## config.mk

```make
export PLATFORM = sky130hd
export DESIGN_NAME = seven_seg_scanner
export DESIGN_NICKNAME = d
export VERILOG_FILES = /design/src/rtl/seven_seg_scanner_pkg.sv /design/src/rtl/seven_seg_scanner_phase_timer.sv /design/src/rtl/seven_seg_scanner.sv
export SDC_FILE = /design/constraint.sdc
export NUM_CORES = 1
export LEC_CHECK = 0
export ABC_AREA = 0
export CAP_MARGIN = 0
export CORE_MARGIN = 5
export CORE_UTILIZATION = 51
export DETAILED_ROUTE_END_ITERATION = 7
export PLACE_DENSITY = 0.76
export SETUP_SLACK_MARGIN = 0.05
export SLEW_MARGIN = 20
export SYNTH_ARGS = -nofsm -noshare
export SYNTH_HDL_FRONTEND = slang
export SYNTH_SLANG_ARGS = --single-unit
```

## constraint.sdc

```tcl
create_clock -name clk -period 2.8 [get_ports clk]
set_clock_uncertainty 0.1 [all_clocks]
set_input_delay 0.28 -clock clk [delete_from_list [all_inputs] [get_ports clk]]
set_output_delay 0.28 -clock clk [all_outputs]
set_load 0.005 [all_outputs]
```

## src/rtl/seven_seg_scanner_pkg.sv

```systemverilog
// Shared types and helpers for the 4-digit seven-segment scanner.
package seven_seg_scanner_pkg;

  localparam int NUM_DIGITS = 4;
  localparam logic [3:0] ANODE_OFF = 4'b1111;

  typedef enum logic [1:0] {
    IDLE  = 2'd0,
    BLANK = 2'd1,
    ON    = 2'd2
  } state_e;

  function automatic logic [3:0] anode_of(input logic [1:0] idx);
    anode_of = ~(4'b0001 << idx);
  endfunction

  function automatic logic [3:0] nibble_of(input logic [15:0] word, input logic [1:0] idx);
    nibble_of = word[{idx, 2'b00} +: 4];
  endfunction

endpackage

```

## src/rtl/seven_seg_scanner_phase_timer.sv

```systemverilog
// Loadable down-counter; expired_o flags the final cycle of the loaded phase.
module seven_seg_scanner_phase_timer #(
  parameter int WIDTH = 17
) (
  input  logic             clk,
  input  logic             rst_n,
  input  logic             clear_i,
  input  logic             load_i,
  input  logic [WIDTH-1:0] load_val_i,
  output logic             expired_o,
  output logic             expire_next_o
);

  logic [WIDTH-1:0] count_q, count_d;

  always_comb begin
    count_d = count_q;
    if (clear_i) begin
      count_d = '0;
    end else if (load_i) begin
      count_d = load_val_i;
    end else if (count_q != '0) begin
      count_d = count_q - WIDTH'(1);
    end
  end

  always_ff @(posedge clk or negedge rst_n) begin
    if (!rst_n) begin
      count_q <= '0;
    end else begin
      count_q <= count_d;
    end
  end

  assign expired_o     = (count_q == '0);
  // Lets the caller register a flag that lines up with the final cycle itself.
  assign expire_next_o = (count_d == '0);

endmodule

```

## src/rtl/seven_seg_scanner.sv

```systemverilog
// Time-multiplexed 4-digit anode/nibble scanner with blanking gaps and a
// double-buffered display word that commits only at frame boundaries.
module seven_seg_scanner
  import seven_seg_scanner_pkg::*;
#(
  parameter int REFRESH_DIV  = 100000,
  parameter int BLANK_CYCLES = 1000
) (
  input  logic        clk,
  input  logic        rst_n,
  input  logic        en,
  input  logic [3:0]  digit_en,
  input  logic [15:0] data_in,
  input  logic        data_valid,
  output logic        data_ready,
  output logic [3:0]  anode,
  output logic [3:0]  digit_val,
  output logic        frame_tick
);

  localparam int TW = $clog2(REFRESH_DIV);
  localparam logic [TW-1:0] BLANK_LOAD = TW'(BLANK_CYCLES - 1);
  localparam logic [TW-1:0] ON_LOAD    = TW'(REFRESH_DIV - BLANK_CYCLES - 1);

  state_e      state_q, state_d;
  logic [1:0]  idx_q, idx_d;
  logic        tmr_clear, tmr_load, tmr_expired, tmr_expire_next;
  logic [TW-1:0] tmr_load_val;

  logic [15:0] shadow_q, shadow_d;
  logic [15:0] active_q, active_d;
  logic        pending_q, pending_d;
  logic        data_ready_q;
  logic [3:0]  anode_q, anode_d;
  logic [3:0]  digit_val_q, digit_val_d;
  logic        frame_tick_q, frame_tick_d;
  logic        frame_end, capture, commit;

  seven_seg_scanner_phase_timer #(.WIDTH(TW)) u_timer (
    .clk          (clk),
    .rst_n        (rst_n),
    .clear_i      (tmr_clear),
    .load_i       (tmr_load),
    .load_val_i   (tmr_load_val),
    .expired_o    (tmr_expired),
    .expire_next_o(tmr_expire_next)
  );

  always_ff @(posedge clk or negedge rst_n) begin
    if (!rst_n) begin
      state_q <= IDLE;
      idx_q   <= 2'd0;
    end else begin
      state_q <= state_d;
      idx_q   <= idx_d;
    end
  end

  always_comb begin
    state_d      = state_q;
    idx_d        = idx_q;
    tmr_clear    = 1'b0;
    tmr_load     = 1'b0;
    tmr_load_val = BLANK_LOAD;
    if (!en) begin
      state_d   = IDLE;
      idx_d     = 2'd0;
      tmr_clear = 1'b1;
    end else begin
      case (state_q)
        IDLE: begin
          state_d  = BLANK;
          idx_d    = 2'd0;
          tmr_load = 1'b1;
        end
        BLANK: begin
          if (tmr_expired) begin
            state_d      = ON;
            tmr_load     = 1'b1;
            tmr_load_val = ON_LOAD;
          end
        end
        ON: begin
          if (tmr_expired) begin
            state_d  = BLANK;
            idx_d    = idx_q + 2'd1;
            tmr_load = 1'b1;
          end
        end
        default: begin
          state_d   = IDLE;
          idx_d     = 2'd0;
          tmr_clear = 1'b1;
        end
      endcase
    end
  end

  // Frame end is independent of en so a final-cycle disable still commits.
  assign frame_end = (state_q == ON) && (idx_q == 2'(NUM_DIGITS - 1)) && tmr_expired;
  assign capture   = data_valid && data_ready_q;
  assign commit    = pending_q && (frame_end || (state_q == IDLE));

  always_comb begin
    shadow_d  = shadow_q;
    active_d  = active_q;
    pending_d = pending_q;
    if (capture) begin
      shadow_d  = data_in;
      pending_d = 1'b1;
    end else if (commit) begin
      active_d  = shadow_q;
      pending_d = 1'b0;
    end
  end

  always_comb begin
    anode_d      = ANODE_OFF;
    digit_val_d  = digit_val_q;
    frame_tick_d = (state_d == ON) && (idx_d == 2'(NUM_DIGITS - 1)) && tmr_expire_next;
    if ((state_d == ON) && digit_en[idx_d]) begin
      anode_d = anode_of(idx_d);
    end
    if (state_d == IDLE) begin
      digit_val_d = nibble_of(active_d, 2'd0);
    end else if ((state_d == BLANK) && (state_q != BLANK)) begin
      digit_val_d = nibble_of(active_d, idx_d);
    end
  end

  always_ff @(posedge clk or negedge rst_n) begin
    if (!rst_n) begin
      shadow_q     <= 16'h0000;
      active_q     <= 16'h0000;
      pending_q    <= 1'b0;
      data_ready_q <= 1'b1;
      anode_q      <= ANODE_OFF;
      digit_val_q  <= 4'h0;
      frame_tick_q <= 1'b0;
    end else begin
      shadow_q     <= shadow_d;
      active_q     <= active_d;
      pending_q    <= pending_d;
      data_ready_q <= !pending_d;
      anode_q      <= anode_d;
      digit_val_q  <= digit_val_d;
      frame_tick_q <= frame_tick_d;
    end
  end

  assign data_ready = data_ready_q;
  assign anode      = anode_q;
  assign digit_val  = digit_val_q;
  assign frame_tick = frame_tick_q;

endmodule

```

# --- Word-level counts from Yosys, hierarchy flattened ---
# Cells that the tools add are included.
# W data, S select, Z words.
classes:
  addsub: 2
  order_cmp: 1
  eq_ne: 7
  shift: 2
  muxes: 27
  bitwise_logic: 1
  reduce_logical: 18
ops:
  columns: ["op", "count"]
  rows:
  - ["$mux W17", 6]
  - ["$logic_not A17 Y1", 2]
  - ["$mux W16", 2]
  - ["$reduce_bool A17 Y1", 1]
  - ["$sub A17 B1 Y17 const B", 1]
  - ["$shiftx A16 B5 Y4", 1]
  - ["$mux W4", 3]
  - ["$mux W2", 5]
  - ["$eq A2 B2 Y1 const B", 4]
  - ["$logic_and A1 B1 Y1", 8]
  - ["$mux W1", 7]
  - ["$pmux W2 S3", 1]
  - ["$eq A2 B1 Y1 const B", 2]
  - ["$logic_not A2 Y1", 2]
  - ["$not A4 Y4", 1]
  - ["$pmux W2 S2", 1]
  - ["$shl A1 B2 Y4 const A", 1]
  - ["$lt A2 B3 Y1 const B", 1]
  - ["$reduce_or A3 Y1", 1]
  - ["$add A2 B1 Y2 const B", 1]
  - ["$bmux W1 S2", 1]
  - ["$ne A2 B1 Y1 const B", 1]
  - ["$pmux W1 S2", 1]
  - ["$reduce_bool A2 Y1", 1]
  - ["other kinds (3)", 3]
totals:
  regBits: 64
  input_bits: 24
  out_inout_bits: 10
  word_cells: 68

# --- Longest topological paths before layout ---
# Gate-level depths: netlist of the first run.
logic_depth:
  word_depth: 10
  depth_mapped: 11
  ltp_nobuf: 10

# --- By module ---
# Synthesis of the first run repeated with hierarchy kept, for this count alone.
unflattened:
  hier_cells: 320
  hier_area_um2: 3499.6
modules_own_cells:
  columns: ["mod", "n_inst", "cells_per_inst", "area_each_um2", "seq_area_each_um2"]
  rows:
  - ["seven_seg_scanner", 1, 176, 2229.6, 1182.4]
  - ["seven_seg_scanner_phase_timer", 1, 144, 1270.0, 425.4]

# --- Worst setup path after synthesis of the first run ---
# No wires, ideal clock.
synth_path:
  path_type: "register -> register"
  from: "register u_timer.count_q[0]"
  to: "register active_q[12]"
  setup_ps: 125
  arrival_ps: 2639
  required_ps: 2575
  path_slack_ps: -64
  stages_incl_launch_ff: 10
  synth_period_minus_slack_ps: 2864
  path_cell_list: "dfrtp_1 > inv_1 > ha_1 > or4b_1 > nor4_4 > buf_2 > a31oi_1 > nor2_4 > buf_2 > mux2_2"
synth_between:
  elab_chain_cells: 6
synth_rtl:
  columns: ["element", "line_no", "rtl"]
  rows:
  - ["start, declared", "seven_seg_scanner_phase_timer.sv:14", "logic [WIDTH-1:0] count_q, count_d;"]
  - ["start signal, assigned", "seven_seg_scanner_phase_timer.sv:31", "count_q <= count_d;"]
  - ["$logic_not A17 Y1", "seven_seg_scanner_phase_timer.sv:35", "assign expired_o = (count_q == '0);"]
  - ["$logic_and A1 B1 Y1", "seven_seg_scanner.sv:100", "assign frame_end = (state_q == ON) && (idx_q == 2'(NUM_DIGITS - 1)) && tmr_expired;"]
  - ["$logic_or A1 B1 Y1", "seven_seg_scanner.sv:102", "assign commit = pending_q && (frame_end || (state_q == IDLE));"]
  - ["$logic_and A1 B1 Y1", "seven_seg_scanner.sv:102", null]
  - ["$mux W16", "seven_seg_scanner.sv:111", "end else if (commit) begin"]
  - ["$mux W16", "seven_seg_scanner.sv:108", "if (capture) begin"]
  - ["named net active_d[12]", "seven_seg_scanner.sv:31", "logic [15:0] active_q, active_d;"]
  - ["end signal, assigned", "seven_seg_scanner.sv:142", "active_q <= active_d;"]
  - ["end, declared", "seven_seg_scanner.sv:31", null]
# The timed path passes the listed nets, and every way through them passes these cells.
# A chain may end at the register's enable or synchronous reset.

# --- Worst setup path after layout of the first run ---
layout_path:
  from: "register u_timer.count_q[0]"
  to: "register frame_tick_q (netlist: frame_tick)"
layout_between:
  elab_cells_between_ends: 24
  classes_between: "1 x add/sub; 2 x eq/ne; 16 x mux; 5 x reduce/logical"
layout_rtl:
  columns: ["element", "line_no", "rtl"]
  rows:
  - ["$logic_not A17 Y1", "seven_seg_scanner_phase_timer.sv:35", null]
  - ["$mux W2", "seven_seg_scanner.sv:84", "if (tmr_expired) begin"]
  - ["$pmux W2 S2", "seven_seg_scanner.sv:70", "case (state_q)"]
  - ["$mux W2", "seven_seg_scanner.sv:65", "if (!en) begin"]
  - ["named net idx_d[1]", "seven_seg_scanner.sv:26", "logic [1:0] idx_q, idx_d;"]
  - ["$eq A2 B2 Y1", "seven_seg_scanner.sv:120", "frame_tick_d = (state_d == ON) && (idx_d == 2'(NUM_DIGITS - 1)) && tmr_expire_next;"]
  - ["$logic_and A1 B1 Y1 (2 in a row)", "seven_seg_scanner.sv:120", null]
  - ["named net frame_tick_d", "seven_seg_scanner.sv:36", "logic frame_tick_q, frame_tick_d;"]
  - ["end signal, assigned", "seven_seg_scanner.sv:147", "frame_tick_q <= frame_tick_d;"]
  - ["end, declared", "seven_seg_scanner.sv:36", null]
# The timed path passes the listed nets, and every way through them passes these cells.

==> qor.txt, run 1 <==
GRT Residual Overflow: 0
Critical Path Sink Type: flip-flop
Hold Path Class: in -> reg
Filler cells: 364
Die area: 7970 sq um
I/O Pins: 34
Max Root-Sink Buffers: 2
Hpwl dp: 5.70 mm
Die X: 89.3 um
RR Startpoint: u_timer.count_q[0]
Syn_area_per_cell: 10.7 sq um
Max-cap viol count: 0
Startpoint of the worst hold path: digit_en[1]
Syn. warnings: 0
Min-Delay Path Depth: 2
Via density: 5.82
Final Max Tran Viols: 0
Failing checks: negative setup slack
Hold Path Sink: anode[1]
WS Path Type: reg -> reg
First-pass GRT wire length: 13.9 mm
Synth-to-Final Area Change: 44.0%
Total core area: 6030 sq um
Clock root buffer: clkbuf_8
CTS Buf Count: 9
Slew HR: 56.6%
Crit-path max FO: 4
CTS H-tree lvls: 3
Synth Instances: 299
Main synth FF type: dfrtp_1
End of the worst register-to-register path: frame_tick
Starting DRT DRC Count: 237
Fmax: 327 MHz
Register Area: 1610 sq um
Layout cell share with drive strength beyond 1: 39.0%
Arr. time, crit path: 3200 ps
Vias: 2,794
Routed Antenna Nets: 0
Netlist cell types: 51
Initial antenna violation count: 0
Critical Path RT: 2940 ps
Syn Nets: 330
Fin crit period: 3060 ps
Critical Path Start Type: flip-flop
TritonCTS clock tree: built
Final worst setup slack: -260 ps
Total length of routed wires: 9.17 mm
Pwr dens: 659 nW/um^2
Detailed-route DRC error count: 0
Starting Density: 53.2%
Synth Cell Area: 3210 sq um
Vias in the first global route: 2,825
WHS: 329 ps
Gr usage total: 23.3%
ANT cells: 0
Wire per inst: 19.1 um
Number of buffers added on ports: 33
Post-synth ARST share: 100%
Leakage Power: 1.99 nW
Post-synth EDFFs: 0
Setup Viol. Count Final: 6
Die Y: 89.3 um
Final hold vios: 0
Seq/Total Area, Yosys: 50.2%
Result of the run: finished with violations
Clk slew on worst S/H paths: 80 ps
Core Util, Final: 76.6%
Clock Latency Late Sink: 350 ps
FF+latch count, synth: 64
Tcrit/Tclk final: 109%
Multi-input logic area: 1700 sq um
Row count: 28
Peak VDD IR: 0.000566 V
CTS Sinks: 64
DR pass1 iterations: 4
Worst Setup SP: u_timer.count_q[0]
Largest net degree at the start of global routing: 38
RD Place Congestion: 0.954
Worst slew pin tran: 651 ps
Fin nets: 431
Reg2reg setup slack: -260 ps
Worst R2R Path Depth: 11
RSZ-0062 raised after global routing: true
## layout by cell type, fill, tap and decap left out, drive strengths merged, types with 3 or more instances in the layout
cell type	n
o21ai	14
a211oi	3
dfstp	5
mux2i	13
inv	21
xnor2	7
nor4	7
or4	7
nor2	12
a21oi	14
mux2	22
clkdlybuf4s50	32
nand2	24
a31o	4
ha	7
dfrtp	59
xor2	3
nand3	8
clkbuf	11
nand4	3
nor3	10
nand3b	3
and2	5
o221ai	4
buf	67
a31oi	5
or2	5
## routing by layer
layer | track usage [%] | share of wire, %
met5 | 0 | 0
met4 | 9.74 | 3.0
met3 | 4.88 | 5.4
met2 | 36.9 | 49
met1 | 31.0 | 43
## cell families (layout without fill, tap and decap cells)
logic type / Yosys count / after routing / synth area share [%]
and+or+nand+nor: 98 / 98 / 17.6
DFF: 64 / 64 / 50.2
AOI/OAI and AO/OA: 54 / 54 / 11.2
muxes: 35 / 35 / 11.8
buffers and inverters: 31 / 137 / 3.75
xor gates and xnor gates: 10 / 10 / 2.73
adders and majority gates: 7 / 7 / 2.73
## worst max path at each step
stage / endpoint / depth (start not counted)
floorplan: digit_val[3] / 7
global placement: digit_val[3] / 10
detailed placement: digit_val[2] / 10
CTS: digit_val[0] / 8
global route: frame_tick / 11
finish: frame_tick / 11
## area by class of cell
type | count | area share [%]
repair buffers | 101 | 19.8
flip-flops and latches | 64 | 34.8
multi-input cells | 204 | 36.8
well taps | 75 | 2.03
clock buffers | 10 | 2.98
inverters | 20 | 1.63
clock inverters | 6 | 1.95
## cell usage after synthesis (all sizes together) (7+ instances only)
master	instances	area (sq um)
mux2i	13	130
ha	7	87.6
a21oi	14	70.1
nor3	10	50.1
mux2	22	248
nor4	7	58.8
clkbuf	9	35.0
o21ai	14	70.1
nand2	24	90.1
xnor2	7	61.3
or4	7	56.3
nand3	8	40.0
inv	20	75.1
dfrtp	59	1480
nor2	12	52.6
## critical path, stage by stage, from the launching register on
cell and delay [ps]:
dfrtp_1 400, inv_2 90, ha_4 130, or4b_4 470, nor4_4 360, buf_4 180
mux2_4 290, a21o_4 220, inv_2 60, nand3_1 90, nor4b_2 220, nor4bb_2 340
## state kept, by name, indices dropped and copies added, names as in the netlist
signal           count
u_timer.count_q     17
active_q            16
anode                4
data_ready           1
frame_tick           1
digit_val            4
shadow_q            16
state_q              2
idx_q                2
pending_q            1
## through the flow
stage / setup WS (ps) / power [mW] / cells / instance area (sq um) / TNS, ps
after floorplan: 49.2 / 1.64 / 299 / 3230 / 0
after global placement: -58.5 / 1.92 / 443 / 3980 / -235
after detailed placement: -145 / 1.95 / 443 / 3980 / -679
after CTS: -101 / 2.90 / 471 / 4390 / -409
after global routing: -399 / 3.18 / 480 / 4610 / -1850
final: -260 / 3.04 / 480 / 4610 / -1240
## where the power goes
group          leakage (nW)  switching [mW]  internal [mW]  total, mW
registers             0.783           0.123           1.15       1.27
clock network         0.113           0.381          0.528      0.909
logic                  1.09           0.395          0.467      0.862
total                  1.99           0.899           2.14       3.04
## timing repair
item,in CTS,in global routing
buffers inserted,11,9
resized for setup,21,32
hold endpoints to repair,24,0
pin swaps,9,14
cloned,0,1
setup endpoints to repair,9,11
hold buffers,1,0
Note: power is estimated with default switching activity, not from simulation.
==> run 2: changes to the inputs <==
- CORE_UTILIZATION: 51 -> 56
- CTS_CLUSTER_SIZE: default -> 8
- PLACE_DENSITY: 0.76 -> 0.79
- clock period: 2.8 -> 2.89 ns (I/O delays scaled with it)
==> run 2 against run 1 <==
  * The run ends with negative hold slack, negative setup slack left
  * Non-clock buffer count down 19
  * Global-route usage is 0.48 points lower
  * Count of clock-buffer cells in the layout increased by 1
  * Sequential share of layout area grew 1.5 points
  * Critical path type unchanged
==> qor.txt, run 2 (synthesized netlist as in run 1, its figures left out) <==
Total length of routed wires: 8.24 mm
WHS: -9.03 ps
WS Path Type: reg -> reg
Detailed-route DRC error count: 0
Starting DRT DRC Count: 178
Arr. time, crit path: 3140 ps
Hold Path Class: in -> async
Max-cap viol count: 0
RD Place Congestion: 0.923
Gr usage total: 22.8%
Final hold vios: 11
Peak VDD IR: 0.000564 V
Largest net degree at the start of global routing: 43
Max Root-Sink Buffers: 2
Vias: 2,687
Clk slew on worst S/H paths: 80 ps
Number of flip-flops in the largest register: 17
Worst R2R Path Depth: 11
Slew HR: 36.5%
Dpl ws: -147 ps
Die X: 85.7 um
Pwr dens: 652 nW/um^2
Number of buffers added on ports: 33
Slowest cell on crit path: or4b_4
Final Max Tran Viols: 0
Regs by FF count: u_timer.count_q x17, active_q x16, shadow_q x16
Row count: 27
Critical Path RT: 3040 ps
Crit-path max FO: 4
Placed Instances: 436
Result of the run: finished with violations
Routed Antenna Nets: 0
Failing checks: negative hold slack, negative setup slack
Cells along the critical path: inv_2 > ha_4 > or4b_4 > buf_4 > or2_2 > nor3b_2 > buf_4 > a211oi_1 > nor4_2 > buf_4 > nor4bb_4
Final setup TNS: -123 ps
End of the worst register-to-register path: frame_tick
Via density: 5.87
Tcrit/Tclk final: 104%
Leakage Power: 1.86 nW
Hpwl dp: 5.46 mm
Fin crit period: 2990 ps
Hold Buf Count CTS: 0
CTS Buf Count: 9
Most frequent cells in the layout: 59 x dfrtp_1, 44 x buf_4, 32 x clkdlybuf4s50_1, 23 x nand2_1, 21 x mux2_2
Commonest non-fill, non-tap cell in the layout: dfrtp_1
Final worst setup slack: -102 ps
Total core area: 5540 sq um
Worst slew pin tran: 953 ps
DR pass1 iterations: 4
Initial antenna violation count: 0
Largest register by flop count: u_timer.count_q
Starting Density: 57.9%
Fin nets: 412
Top cell by count, worst path: buf_4
CTS Sinks: 64
Core Util, Final: 79.7%
GRT Residual Overflow: 0
TritonCTS clock tree: built
I/O Pins: 34
RR Startpoint: u_timer.count_q[0]
Synth-to-Final Area Change: 37.8%
Reg2reg setup slack: -100 ps
Layout cell share with drive strength beyond 1: 35.5%
First-pass GRT wire length: 13.1 mm
Setup Viol. Count Final: 3
Die area: 7340 sq um
Cell Count, Final, Fillers Out: 458
Fmax: 334 MHz
Critical Path Start Type: flip-flop
Critical Path Sink Type: flip-flop
Vias in the first global route: 2,781
Largest stage delay, worst path: 500 ps
Filler cells: 359
CTS H-tree lvls: 3
Clock Latency Late Sink: 340 ps
Die Y: 85.7 um
ANT cells: 0
Wire per inst: 18.0 um
Worst Setup SP: u_timer.count_q[0]
RSZ-0062 raised after global routing: true
Clock root buffer: clkbuf_8
## run 2: worst max path at each step
stage	to	slack [ps]
detailed placement	frame_tick	-150
finish	frame_tick	-100
global route	frame_tick	-230
CTS	frame_tick	-30
floorplan	digit_val[2]	50
global placement	frame_tick	-190
## run 2: per-layer routing
layer	GRT usage (%)	wire, um
met5	0	0
met4	11.9	312
met3	4.80	400
met2	38.1	4180
met1	27.7	3350
## run 2: cell type report
class | count | area, sq um | area share, %
Multi-Input combinational cell | 204 | 1690 | 38.2
Sequential cell | 64 | 1610 | 36.4
Inverter | 20 | 75.1 | 1.70
Timing Repair Buffer | 82 | 738 | 16.7
Clock buffer | 11 | 141 | 3.20
Tap cell | 72 | 90.1 | 2.04
Clock inverter | 5 | 78.8 | 1.78
## run 2: where the power goes
part | leakage, nW | switching (mW) | internal [mW] | total (mW)
logic | 0.961 | 0.348 | 0.421 | 0.769
registers | 0.783 | 0.137 | 1.11 | 1.25
clock network | 0.114 | 0.353 | 0.510 | 0.863
total | 1.86 | 0.838 | 2.04 | 2.88
## run 2: what timing repair did
item	CTS	global route
gates resized for setup	11	33
setup endpoints to repair	9	12
pin swaps	3	6
buffers inserted	2	4
## run 2: worst max-delay path: cells and delay by family (launching register included)
family | cells | cell delay, ps
simple gates | 5 | 1640
compound gates | 1 | 60
buf+inv | 4 | 580
fa+ha+maj | 1 | 130
flops | 1 | 390
## run 2: stage by stage
stage	area, sq um	total power [mW]
final	4420	2.88
after global routing	4420	3.03
after CTS	4210	2.75
after detailed placement	3920	1.88
after floorplan	3210	1.58
after global placement	3920	1.84
==> run 3: changes to the inputs <==
- PLACE_DENSITY: 0.79 -> 0.89
==> run 3 against run 2 <==
  * The run ends with negative setup slack left
  * First-iteration DRC count rose by 46%
  * Worst setup slack improved by 4.0 ps
  * Wire length is 1.9% higher
  * Total power shrank 3.9%
  * Flip-flop and latch count stayed put
  * Combinational power down 5.6%
  * Count of clock-buffer cells in the layout decreased by 2
  * Hold slack improved by 390 ps
  * Via count rose by 0.26%
  * Largest cell class is now sequential cells
  * Largest power group unchanged
==> qor.txt, run 3 (synthesized netlist as in run 1, its figures left out) <==
Post-DP Area: 3890 sq um
Fin nets: 407
Worst R2R Path Depth: 11
I/O Pins: 34
Worst slew pin tran: 619 ps
Clock root buffer: clkbuf_8
CTS Buf Count: 9
Total core area: 5540 sq um
Starting DRT DRC Count: 260
Pint: 1.96 mW
Number of buffers added on ports: 33
Final setup TNS: -244 ps
Failing checks: negative setup slack
Detailed-route DRC error count: 0
RSZ-0062 raised after global routing: true
Clock Latency Late Sink: 340 ps
Fmax: 335 MHz
Setup Viol. Count Final: 5
Gr usage total: 23.4%
RD Place Congestion: 0.929
TritonCTS clock tree: built
Via density: 5.96
Switching power of the nets: 0.804 mW
Post-route design area: 4240 sq um
Critical Path Start Type: flip-flop
Hold Path Class: in -> async
Layout cell share with drive strength beyond 1: 30.3%
Critical Path RT: 3060 ps
Dpl ws: -148 ps
Placed Instances: 432
Leakage Power: 1.80 nW
Most frequent cells in the layout: 59 x dfrtp_1, 40 x buf_4, 32 x clkdlybuf4s50_1, 24 x nand2_1, 21 x mux2_2
Crit-path max FO: 5
First-pass GRT wire length: 13.3 mm
Die area: 7340 sq um
Regs by FF count: u_timer.count_q x17, active_q x16, shadow_q x16
RR Startpoint: u_timer.count_q[0]
Max Root-Sink Buffers: 2
Clk slew on worst S/H paths: 70 ps
Final worst setup slack: -97.9 ps
Routed Antenna Nets: 0
Final Max Tran Viols: 0
Die Y: 85.7 um
Critical Path Sink Type: flip-flop
Starting Density: 57.9%
Total length of routed wires: 8.40 mm
Row count: 27
Hpwl dp: 5.91 mm
Pwr dens: 653 nW/um^2
Vias in the first global route: 2,676
Tcrit/Tclk final: 103%
Wire per inst: 18.6 um
Arr. time, crit path: 3160 ps
Commonest non-fill, non-tap cell in the layout: dfrtp_1
ANT cells: 0
Number of flip-flops in the largest register: 17
Synth-to-Final Area Change: 32.2%
Reg2reg setup slack: -100 ps
CTS H-tree lvls: 3
DR pass1 iterations: 5
Largest register by flop count: u_timer.count_q
Fin crit period: 2990 ps
Die X: 85.7 um
CTS Sinks: 64
Sw Share: 29.1%
Initial antenna violation count: 0
Largest net degree at the start of global routing: 27
Result of the run: finished with violations
Slew HR: 57.6%
GRT Residual Overflow: 0
Seq pwr share: 44.2%
Peak VDD IR: 0.000513 V
Max-cap viol count: 0
Cell Count, Final, Fillers Out: 452
Logic gate share of total power: 26.2%
End of the worst register-to-register path: digit_val[1]
Clock network power share: 29.5%
Final hold vios: 0
WS Path Type: reg -> reg
Vias: 2,694
==> run 3: repair_timing <==
| item | in CTS | in global routing |
|---|---|---|
| hold buffers | 1 | 0 |
| buffers inserted | 3 | 1 |
| gates resized for setup | 11 | 9 |
| pin swaps | 1 | 1 |
| endpoints found under the hold margin | 24 | 0 |
| endpoints found under the setup margin | 5 | 9 |
==> run 3: routing by layer <==
layer	wire [um]	share of wire [%]	track usage [%]	vias up
li1	-	-	-	1227
met1	3520	42	31.2	1294
met2	4120	49	36.4	143
met3	515	6.1	5.19	30
met4	236	2.8	10.6	0
met5	0	0	0	-
==> run 3: cell type report <==
class | instances | area [sq um]
Sequential cell | 64 | 1610
Multi-Input combinational cell | 204 | 1570
Fill cell | 334 | 1300
Timing Repair Buffer | 77 | 687
Clock buffer | 9 | 124
Tap cell | 72 | 90.1
Clock inverter | 6 | 85.1
Inverter | 20 | 75.1
==> run 3: per-stage QoR <==
stage	hold WS (ps)	power (mW)	utilization [%]
4_1_cts	392	2.72	75.3
3_3_place_gp	202	1.84	70.3
3_5_place_dp	212	1.88	70.3
6_report	380	2.77	76.5
2_1_floorplan	-107	1.58	-
5_1_grt	380	2.91	76.5
==> run 3: power by group through the flow <==
stage | Sequential [mW] | Combinational (mW) | Clock (mW)
after floorplan | 1.21 | 0.379 | 0
after global placement | 1.23 | 0.612 | 0
after detailed placement | 1.23 | 0.653 | 0
after CTS | 1.22 | 0.680 | 0.823
after global routing | 1.24 | 0.787 | 0.877
final | 1.22 | 0.726 | 0.817
==> run 3: how the worst max path moves through the flow <==
stage,start,endpoint,slack (ps)
after floorplan,u_timer.count_q[0],digit_val[2],50
after global placement,u_timer.count_q[0],frame_tick,0.4
after detailed placement,u_timer.count_q[0],digit_val[1],-150
after CTS,u_timer.count_q[1],digit_val[1],-9
after global routing,u_timer.count_q[0],frame_tick,-190
final,u_timer.count_q[0],digit_val[1],-100
==> run 3: worst max-delay path, cell delays in order, from the launching register on <==
cell and delay [ps]:
dfrtp_1 400, inv_2 90, ha_4 140, or4b_4 490
nor4_4 220, mux2_1 190, a21o_2 190, inv_2 60
buf_4 150, or4b_4 540, o221ai_4 220, a31o_1 140
